File: src/rtl/avalon_mm_csr_bank.sv
// rtl/avalon_mm_csr_bank.sv - parametrised Avalon-MM control/status register bank
module avalon_mm_csr_bank #(
  parameter int                  ADDR_W       = 4,
  parameter int                  DATA_W       = 32,
  parameter int                  REG_NUM      = 16,
  parameter int                  READ_LATENCY = 1,
  parameter logic [REG_NUM-1:0]  RO_MASK      = '0,
  parameter logic [DATA_W-1:0]   RESET_VAL    = '0
) (
  input  logic                      clk_i,
  input  logic                      srst_i,
  input  logic [ADDR_W-1:0]         address_i,
  input  logic                      write_i,
  input  logic [DATA_W-1:0]         writedata_i,
  input  logic [DATA_W/8-1:0]       byteenable_i,
  input  logic                      read_i,
  output logic                      waitrequest_o,
  output logic [DATA_W-1:0]         readdata_o,
  output logic                      readdatavalid_o,
  input  logic [REG_NUM*DATA_W-1:0] ro_data_i,
  output logic [REG_NUM*DATA_W-1:0] regs_o,
  output logic [REG_NUM-1:0]        reg_wr_o
);

  localparam int BE_W = DATA_W / 8;

  // High for the single cycle that follows reset release.
  logic rst_hold;
  logic busy_rst;
  logic wr_acc;
  logic rd_acc;

  // Storage for RW registers; entries behind RO_MASK bits are never written.
  logic [DATA_W-1:0] reg_q   [REG_NUM];
  // Value a read of register i would return (RO status or RW storage).
  logic [DATA_W-1:0] reg_val [REG_NUM];
  logic [REG_NUM-1:0] wr_hit;
  logic [DATA_W-1:0]  rd_data;

  // Read response shift pipeline; stage 0 captures at the acceptance edge.
  logic              vld_p [READ_LATENCY];
  logic [DATA_W-1:0] dat_p [READ_LATENCY];

  assign busy_rst      = srst_i | rst_hold;
  // A simultaneous read and write lets the write through and stalls the read.
  assign waitrequest_o = busy_rst | (read_i & write_i);
  assign wr_acc        = write_i & ~busy_rst;
  assign rd_acc        = read_i & ~waitrequest_o;

  // Track the one-cycle stall window after reset release.
  always_ff @(posedge clk_i) begin
    if (srst_i) begin
      rst_hold <= 1'b1;
    end else begin
      rst_hold <= 1'b0;
    end
  end

  // Per-register read value, exported contents and write-hit decode.
  always_comb begin
    regs_o  = '0;
    wr_hit  = '0;
    rd_data = '0;
    for (int i = 0; i < REG_NUM; i++) begin
      reg_val[i] = RO_MASK[i] ? ro_data_i[i*DATA_W +: DATA_W] : reg_q[i];
      if (!RO_MASK[i]) begin
        regs_o[i*DATA_W +: DATA_W] = reg_q[i];
      end
      if (address_i == ADDR_W'(i)) begin
        rd_data = reg_val[i];
        wr_hit[i] = wr_acc & ~RO_MASK[i];
      end
    end
  end

  // Byte-lane writes into RW registers.
  always_ff @(posedge clk_i) begin
    if (srst_i) begin
      for (int i = 0; i < REG_NUM; i++) begin
        reg_q[i] <= RESET_VAL;
      end
    end else begin
      for (int i = 0; i < REG_NUM; i++) begin
        if (wr_hit[i]) begin
          for (int k = 0; k < BE_W; k++) begin
            if (byteenable_i[k]) begin
              reg_q[i][k*8 +: 8] <= writedata_i[k*8 +: 8];
            end
          end
        end
      end
    end
  end

  // Write strobe pulses in the cycle after the accepted write.
  always_ff @(posedge clk_i) begin
    if (srst_i) begin
      reg_wr_o <= '0;
    end else begin
      reg_wr_o <= wr_hit;
    end
  end

  // Read pipeline: data sampled before any same-edge write, zero when idle.
  always_ff @(posedge clk_i) begin
    if (srst_i) begin
      for (int s = 0; s < READ_LATENCY; s++) begin
        vld_p[s] <= 1'b0;
        dat_p[s] <= '0;
      end
    end else begin
      vld_p[0] <= rd_acc;
      dat_p[0] <= rd_acc ? rd_data : '0;
      for (int s = 1; s < READ_LATENCY; s++) begin
        vld_p[s] <= vld_p[s-1];
        dat_p[s] <= dat_p[s-1];
      end
    end
  end

  // Registered response outputs, landing READ_LATENCY edges after acceptance.
  always_ff @(posedge clk_i) begin
    if (srst_i) begin
      readdatavalid_o <= 1'b0;
      readdata_o      <= '0;
    end else begin
      readdatavalid_o <= vld_p[READ_LATENCY-1];
      readdata_o      <= dat_p[READ_LATENCY-1];
    end
  end

endmodule

File: config.mk
export PLATFORM = sky130hd
export DESIGN_NAME = avalon_mm_csr_bank
export DESIGN_NICKNAME = d
export VERILOG_FILES = /design/src/rtl/avalon_mm_csr_bank.sv
export SDC_FILE = /design/constraint.sdc
export NUM_CORES = 1
export LEC_CHECK = 0
export CORE_AREA = 2 2 430 432
export CTS_CLUSTER_DIAMETER = 80
export DETAILED_ROUTE_END_ITERATION = 16
export DIE_AREA = 0 0 432 434
export PLACE_DENSITY_LB_ADDON = 0.15
export SETUP_SLACK_MARGIN = 0.2
export SYNTH_ARGS = -nofsm -noshare
export SYNTH_HDL_FRONTEND = slang
export SYNTH_SLANG_ARGS = --single-unit
File: constraint.sdc
create_clock -name clk_i -period 2.2 [get_ports clk_i]
set_input_delay 0.33 -clock clk_i [delete_from_list [all_inputs] [get_ports clk_i]]
set_output_delay 0.33 -clock clk_i [all_outputs]
set_load 0.05 [all_outputs]
# Yosys cells after proc, flatten, opt, wreduce, memory -nomap -nowiden
# Memory sizes are Yosys's and may differ from the RTL's. A register that Yosys moved wholly into a read port is not among the register bits.
# Cells that the tools add are included.
# totals
output_inout_bits,562
romBits,0
mem_bits_rw,545
input_bits,556
latch_bits,0
word_cells,394
register_bits,17
mem_count,3
# memory_table
name,words,width,read_ports,rd_clocked_by_memory_dff,wr,line_no,source
reg_q,16,32,16,0,16,34,logic [DATA_W-1:0] reg_q [REG_NUM];
dat_p,1,32,1,1,1,42,logic [DATA_W-1:0] dat_p [READ_LATENCY];
vld_p,1,1,1,1,1,41,logic vld_p [READ_LATENCY];
# classes
shift,0
bitwise_logic,71
n_addsub,0
n_reduce_logical,3
mux,300
n_div,0
mul,0
eq_ne,15
magnitude_cmp,0
# ops
op,n
32-bit two-way mux,18
8-bit two-way mux,64
1-bit two-way mux,218
1-bit OR,66
4-bit equality test (second input constant),8
32-bit OR reduction,1
4-bit by 3-bit equality test with 1-bit output (second input constant),4
4-bit by 2-bit equality test with 1-bit output (second input constant),2
4-bit by 1-bit equality test with 1-bit output (second input constant),1
4-bit zero test,1
1-bit bitwise AND,3
1-bit NOT,2
1-bit OR reduction,1

# Longest topological paths before layout
# depth
ltp_word,19
depth_mapped,9
mapped_depth_nobuf,6

# Worst setup path before layout
# Ideal clock, no wire load.
# synth_path
path_type,input to register
startpoint,input port address_i[3]
endpoint,"memory reg_q[9][0], in the netlist reg_q[1][32] (enable)"
required_ns,1.866
setup_slack_ns,0.298
stages,6
setup_ns,0.334
path_buffers,3
arrival_time_ns,1.567
cell_sequence,buf_2 > and4bb_2 > clkbuf_2 > buf_2 > nand3_1 > nand2b_1
# synth_rtl
item,line_no,source
"start, declared",12,"input logic [ADDR_W-1:0] address_i,"
"end, declared",34,

==> results.toml <==
[floorplan]
fp-row-count = 157
io_pins = 1118
coreArea_mm2 = 0.1825
initial_core_util = 0.1365
die_w_um = 432
chipHeight_um = 434
die_area_mm2 = 0.1875

[cells_and_area]
final_area_mm2 = 0.03951
fill_cells = 19730
nets = 3481
seq_area_mm2 = 0.01704
syn_to_final_growth_pct = 58.65
drive_gt1_frac = 0.3448
final_cells = 5380
multi_input_area_mm2 = 0.007017

[critical_path]
crit_path_end = "regs_o[494]"
cp-start-kind = "flip-flop"
r2r-start = "reg_q[1][134]$_DFFE_PP_"
cpPeakStageDelay_ns = 0.58
path_class = "reg -> out"
path_buf_inv = 1
cp.depth = 1
cp-end-kind = "output pin"
worst_r2r_path_depth = 6
reg2reg_slack_ns = 0.26
path_delay_family = "buffers and inverters"
critPathMaxFanout = 2
r2r_end = "dat_p[0][6]$_SDFF_PP0_"
slowest_stage = "clkdlybuf4s15_1"
crit_arrival_ns = 1.62
cp_data_required_time_ns = 1.87
crit_chain = "clkdlybuf4s15_1"
cp-startpoint = "reg_q[1][238]$_DFFE_PP_"

[timing]
rsz0062_at_grt = "no"
min_period_ns = 1.954
relSlewSlack = 0.5623
fmax_mhz = 511.8
clock_skew_ns = 0.02362
tightest_slew_ns = 0.6591
finalCritPeriodShare = 0.8881
setup_tns_ns = 0
hold_slack_ns = 0.2331
hold_viol = 0
finalSetupViolCount = 0
slew_violations = 0

[cts]
clock-sinks = 595
numCtsBuffers = 75
htreeDepth = 3
cts_tree = "yes"
clock_path_buffers = 3
worstSkewPairLatency_ns = 0.67
post_cts_buffers = 0
clk_pin_slew_worst_paths_ns = 0.06
cts_root_buf = "clkbuf_16"

[global_route]
grt_use_total = 0.1643
grt_max_degree = 83
grt_overflow = 0
antenna_found_initial = 16
grt_first_pass_wirelength_mm = 203.8
grt_pass1_vias = 20580

[route]
wl_mm = 159.3
firstDrtPassIters = 5
routed_via_density = 3.792
wl_per_cell_um = 29.61
num_vias = 20400
ant_nets = 0
drtIter0Drc = 1527
drc = 0

[logic_synthesis]
synth_enable_flop_cells = 512
syn_area_mm2 = 0.02490
netlist_instances = 1941
synth_common_cells = "edfxtp_1, nor2_1, dfxtp_1"
synth_ff_type = "edfxtp_1"
synth.most_common_cell = "edfxtp_1"
yosysSeqAreaShare = 0.6841
ys_types = 66
synth_top_area_frac = 0.6174
ys_ff_latch = 595
synth_warnings = 0
syn_avg_cell_area_um2 = 12.83
synthArstFlopShare = 0
synth_area_leaders = "edfxtp_1, dfxtp_1, nor2_1"
yosysTopAreaCell = "edfxtp_1"
syn_nets = 2497

[placed_design]
io_buffers = 605
hpwl_mm = 129.5
gp_congestion = 0.8826
place_area_mm2 = 0.03720
numPlacedInstances = 5233

[power_and_ir_drop]
max-vdd-ir-drop_mv = 0.4740
power_mw = 30.11
p_per_area_mw_per_mm2 = 762.1
p_leak_nw = 15.70

[min_path]
hp-class = "in -> reg"

[outcome]
status = "complete, no violations"

[job]
cap_violations = 0
-- logic make-up after synthesis --
logic type	Yosys count	share of synthesized area
compound gates	358	0.1011
simple gates	719	0.1351
buf+inv	186	0.03668
mux	83	0.04301
flops	595	0.6841
-- registers in the layout (all words and copies together), names as in the netlist --
signal           count
dat_p               32
readdata_o          32
readdatavalid_o      1
reg_q              512
reg_wr_o            16
rst_hold             1
vld_p                1
-- report_power, final --
group	internal, mW	switching, mW
registers	12.7	0.291
logic	1.58	3.33
clock network	6.93	5.33
-- how the worst min path moves through the flow --
stage,slack [ns],cells after the start,startpoint,to
after CTS,0.18,4,srst_i,reg_wr_o[0]$_SDFF_PP0_
after global placement,0.42,1,dat_p[0][13]$_SDFF_PP0_,readdata_o[13]$_SDFF_PP0_
final,0.23,2,srst_i,rst_hold$_DFF_P_
after global routing,0.24,4,address_i[0],reg_wr_o[3]$_SDFF_PP0_
after detailed placement,0.42,1,dat_p[0][15]$_SDFF_PP0_,readdata_o[15]$_SDFF_PP0_
after floorplan,0.36,0,srst_i,rst_hold$_DFF_P_
-- timing repair --
action                                  in CTS  in global routing
hold buffers                                 0                  0
endpoints found under the setup margin     265                 47
resized for setup                          411                  9
-- metrics by stage --
stage          utilization  setup WS (ns)
2_1_floorplan            -         0.2984
3_3_place_gp        0.2039        -0.3329
3_5_place_dp        0.2039        -0.3076
4_1_cts             0.2163        0.04149
5_1_grt             0.2164         0.2016
6_report            0.2165         0.2462
-- per-layer routing --
layer | wire length (µm) | up-vias | track usage
met5 | 0 | - | 0
met4 | 5843 | 0 | 0.06099
met3 | 9007 | 165 | 0.03588
met1 | 62700 | 10510 | 0.1908
met2 | 81740 | 609 | 0.2941
li1 | - | 9120 | -
-- cell usage in the layout (no fill, tap or decap), drive strengths merged, types with 10 or more instances in the layout --
master         instances
o21ai                 80
nor4                  10
clkdlybuf4s15        107
inv                   47
edfxtp               512
mux2i                 35
a22oi                 13
clkdlybuf4s50         38
clkbuf               106
nand3                 35
a22o                  11
nor2b                 66
mux2                  32
a221oi                15
o22ai                 38
clkinv                25
a21o                  24
a211oi                53
o221ai                26
nand2                 73
nor3                  33
buf                  759
dlygate4sd2          146
nand2b                81
nor2                 398
a21oi                 53
dfxtp                 83
mux4                  16
-- worst reg2reg max path, cell delays in order, from the launching register on --
cell,delay [ns]
edfxtp_1,0.38
nor2b_1,0.14
a211oi_1,0.54
o221ai_2,0.27
a211oi_1,0.23
buf_4,0.19
nor4_1,0.05
-- layout make-up --
class,instances,area share
Clock inverter,35,0.006207
Multi-Input combinational cell,1160,0.1776
Antenna cell,8,0.0005067
Sequential cell,595,0.4312
Tap cell,2385,0.07553
Timing Repair Buffer,1052,0.2511
Clock buffer,104,0.05390
Inverter,41,0.003895
No activity file was read; power rests on OpenSTA's default activity.
==> edit 1, RTL diff (same settings) <==
The parameter `READ_LATENCY` goes from 1 to 2.
--- a/src/rtl/avalon_mm_csr_bank.sv
+++ b/src/rtl/avalon_mm_csr_bank.sv
@@ -4,5 +4,5 @@
   parameter int                  DATA_W       = 32,
   parameter int                  REG_NUM      = 16,
-  parameter int                  READ_LATENCY = 1,
+  parameter int                  READ_LATENCY = 2,
   parameter logic [REG_NUM-1:0]  RO_MASK      = '0,
   parameter logic [DATA_W-1:0]   RESET_VAL    = '0
Function: not settled (the Yosys comparison gave no result); the edit may change what the design does.
==> edit 1 against the unedited design <==
  * Wire length grew 6.6%
  * First-iteration DRC count grew 1.8%
  * Clock skew grew 13 ps
  * Design area grew 4.0%
  * Power grew 9.4%
  * Clock power grew 18%
  * Maximum frequency shrank 1.5%
  * Worst setup slack lost 30 ps
  * Sequential cell count grew 33
  * Area after synthesis grew 4.5%
  * Critical path type is now primary input to register
  * Critical endpoint is now dat_p[0][11]
==> edit 1: results <==
{
  "antenna_found_initial": 27,
  "dr_wl_met3_um": 10320,
  "viasPerCell": 3.895,
  "yosys-top-cells-count": "512 x edfxtp_1, 376 x nor2_1, 116 x dfxtp_1, 113 x o21ai_0, 99 x nand2_1",
  "met1_usage": 0.2010,
  "grt_pass1_vias": 21860,
  "netlist_top_cells_area": "edfxtp_1 59%, dfxtp_1 8.9%, nor2_1 5.4%, nand2b_1 2.3%, o21ai_0 2.2%",
  "grt_pass1_wl_um": 217000,
  "syn_to_final_growth_pct": 57.93,
  "cpPeakStageDelay_ps": 680,
  "synthesis.nets": 2659,
  "place_hpwl_um": 137500,
  "grtUsageMet2": 0.3153,
  "post-place-ws_ps": -1012,
  "post_cts_resized": 760,
  "grt_usage": 0.1755,
  "ir_drop_uv": 572.3,
  "switching_share": 0.2935,
  "slew_headroom": 0.4016,
  "numPlacedInstances": 5337,
  "numCtsBuffers": 89,
  "crit_arrival_ps": 2540,
  "synth-compound-area-share": 0.1209,
  "final.fill_count": 19580,
  "grt_use_met3": 0.04400,
  "clock-skew-final_ps": 36.85,
  "reg_top3": "reg_q (512), dat_p (64), readdata_o (32)",
  "power.leakage_nw": 16.02,
  "vias": 21470,
  "gp_congestion": 0.8187,
  "wl_met1_um": 66060,
  "postCtsSetupBuffers": 2,
  "synthMuxAreaShare": 0.03293,
  "wl_um": 169800,
  "status": "complete, no violations"
}
## edit 1: cell count changes after synthesis, sizes merged, moves of 20 or more
| cell | before | now |
|---|---|---|
| a211oi | 53 | 9 |
| a21oi | 53 | 90 |
| dfxtp | 83 | 116 |
| nand2 | 73 | 109 |
| o21ai | 80 | 117 |
| o22ai | 38 | 18 |
| o2bb2ai | 0 | 25 |
## edit 1: through the flow
step / total power [mW] / cell area (um^2)
after floorplan: 16.02 / 26040
after global placement: 18.77 / 37940
after detailed placement: 18.76 / 37940
after CTS: 33.40 / 41080
after global routing: 33.91 / 41100
final: 32.92 / 41110
## edit 1: cells by family after synthesis
kind of cell,Yosys count
flops,628
buf+inv,198
compound gates,466
mux,82
simple gates,729
## edit 1: worst max-delay path: cells and delay by family
family	cells	cell delay [ps]
compound gates	4	1260
buf+inv	3	550
simple gates	1	350
## edit 1: cell type report
cell class,instances,area share
well taps,2385,0.07259
diodes,7,0.0004261
clock inverters,53,0.01257
repair buffers,1010,0.2386
multi-input cells,1277,0.1838
flip-flops and latches,628,0.4305
clock buffers,114,0.05795
inverters,39,0.003561
## edit 1: final timing paths
kind / from / to / slack, ps
worst max-delay path: address_i[0] / dat_p[0][11] / 220
worst min register to register: dat_p[1][17] / readdata_o[17] / 440
worst max register to register: rst_hold / dat_p[0][30] / 220
worst min-delay path: srst_i / rst_hold / 210
## edit 1: power groups by stage
stage / clock, mW / combinational [mW] / sequential (mW)
after floorplan: 0 / 1.07 / 15.0
after global placement: 0 / 4.90 / 13.9
after detailed placement: 0 / 4.89 / 13.9
after CTS: 14.9 / 4.86 / 13.6
after global routing: 15.3 / 4.98 / 13.6
final: 14.5 / 4.79 / 13.6
==> edit 2, RTL diff (same settings) <==
Without the edit above. `readdata_o` no longer has a reset.
--- a/src/rtl/avalon_mm_csr_bank.sv
+++ b/src/rtl/avalon_mm_csr_bank.sv
@@ -123,9 +123,11 @@
     if (srst_i) begin
       readdatavalid_o <= 1'b0;
-      readdata_o      <= '0;
     end else begin
       readdatavalid_o <= vld_p[READ_LATENCY-1];
-      readdata_o      <= dat_p[READ_LATENCY-1];
     end
+  end
+
+  always_ff @(posedge clk_i) begin
+    readdata_o <= dat_p[READ_LATENCY-1];
   end
 
Check against the original RTL: not settled (the Yosys comparison gave no result); the edit may change what the design does.
==> edit 2 against the unedited design <==
  * Wire length rose by 1.4%
  * Worst setup slack got worse by 28 ps
  * Largest cell class unchanged
  * Power grew 5.6%
  * Register-to-register slack got worse by 40 ps
  * Sequential cell count unchanged
  * Design area increased by 0.66%
  * Largest power group is now clock
  * Area after synthesis shrank 0.80%
==> edit 2: results <==
{
  "first_iter_violations": 1380,
  "clock-skew-final_ps": 37.73,
  "grt_usage": 0.1668,
  "slew_headroom": 0.5679,
  "numCtsBuffers": 81,
  "netlist_top_cells_area": "edfxtp_1 62%, dfxtp_1 6.7%, nor2_1 5.8%, mux2_2 2.6%, nand2b_1 2.2%",
  "reg_top3": "reg_q (512), dat_p (32), readdata_o (32)",
  "ys_seq_area_frac": 0.6897,
  "hp-class": "primary input to register",
  "clk_pin_slew_ps": 60,
  "crit_arrival_ps": 2520,
  "synth_edf_count": 512,
  "nets": 3475,
  "grt_pass1_vias": 20930,
  "grt_pass1_wl_um": 206200,
  "status": "complete, no violations",
  "r2r_setup_slack_ps": 220,
  "synth_cell_types": 64,
  "antenna_found_initial": 14,
  "r2r_end": "dat_p[0][19]",
  "wl_um": 161500,
  "viasPerCell": 3.795,
  "grt_max_degree": 63,
  "synth-compound-area-share": 0.1115,
  "period_needed_ps": 1982,
  "place_hpwl_um": 130700,
  "clock_latency_ps": 700,
  "power.leakage_nw": 15.59,
  "gp_congestion": 0.8355,
  "hold_end": "rst_hold",
  "final.fill_count": 19600,
  "synthesis.nets": 2508,
  "async_reset_ff_frac": 0,
  "p_int_mw": 22.41,
  "rr_worst_depth": 7,
  "ir_drop_uv": 543.3,
  "synthMuxAreaShare": 0.04199,
  "r2r_start": "reg_q[0][83]",
  "dr.pass1.iters": 9
}
-- edit 2: cell types whose count changed after synthesis, sizes merged, moves of 17 or more --
cell,unedited run,this run
a211oi,53,23
nand3,35,18
nand2,73,110
mux2,32,57
o21ai,80,104
nor2b,66,24
-- edit 2: timing repair --
action	in CTS	in global routing
pin swaps	2	3
resized for setup	727	8
buffers inserted	1	5
gates cloned	0	0
setup endpoints to repair	384	105
-- edit 2: how the worst max path moves through the flow --
stage / start / to / depth (start not counted)
floorplan: address_i[0] / reg_q[1][0] / 6
global placement: address_i[1] / dat_p[0][1] / 8
detailed placement: address_i[1] / dat_p[0][7] / 9
CTS: rst_hold / dat_p[0][19] / 7
global route: rst_hold / reg_q[0][120] / 9
finish: reg_q[0][83] / dat_p[0][19] / 7
-- edit 2: per-stage QoR --
step | cell area [um^2] | TNS, ps | instances | hold slack [ps] | setup slack, ps
floorplan | 24700 | 0 | 1952 | 309.6 | 221.2
global placement | 36740 | -118380 | 5214 | 312.3 | -959.6
detailed placement | 36750 | -117170 | 5215 | 312.1 | -497.0
CTS | 39670 | 0 | 5366 | 139.6 | 171.8
global route | 39750 | 0 | 5373 | 176.7 | 190.2
finish | 39770 | 0 | 5378 | 199.1 | 218.5
-- edit 2: layout make-up --
cell class                      count  area, um^2  share of cell area
Clock inverter                     46       596.8             0.01501
Antenna cell                        7       17.52           0.0004405
Inverter                           37       138.9            0.003492
Tap cell                         2385        2984             0.07504
Multi-Input combinational cell   1173        6829              0.1717
Timing Repair Buffer             1031        9970              0.2507
Clock buffer                      104        2195             0.05519
Sequential cell                   595       17040              0.4284
-- edit 2: critical path: stages, from the launching register on --
cell	delay, ps
edfxtp_1	400
mux2_2	290
a22oi_1	130
buf_4	150
a21oi_1	60
o21ai_0	450
buf_4	240
nand2_1	100
-- edit 2: kinds of logic after synthesis --
family	after synthesis
compound gates	402
buf+inv	184
flops	595
mux	94
simple gates	677
-- edit 2: per-layer routing --
layer	global-route usage	wire, um	share of wire	vias up
met3	0.03314	8447	0.052	183
met5	0	0	0	-
met1	0.1844	60700	0.38	10480
li1	-	-	-	9129
met2	0.3075	85690	0.53	621
met4	0.07217	6705	0.042	0
-- edit 2: power groups by stage --
stage	sequential [mW]	combinational (mW)	clock, mW
detailed placement	13.3	4.86	0
global placement	13.3	4.87	0
CTS	13.0	4.80	14.4
finish	13.0	4.75	14.0
floorplan	14.4	1.06	0
global route	13.1	4.94	14.8
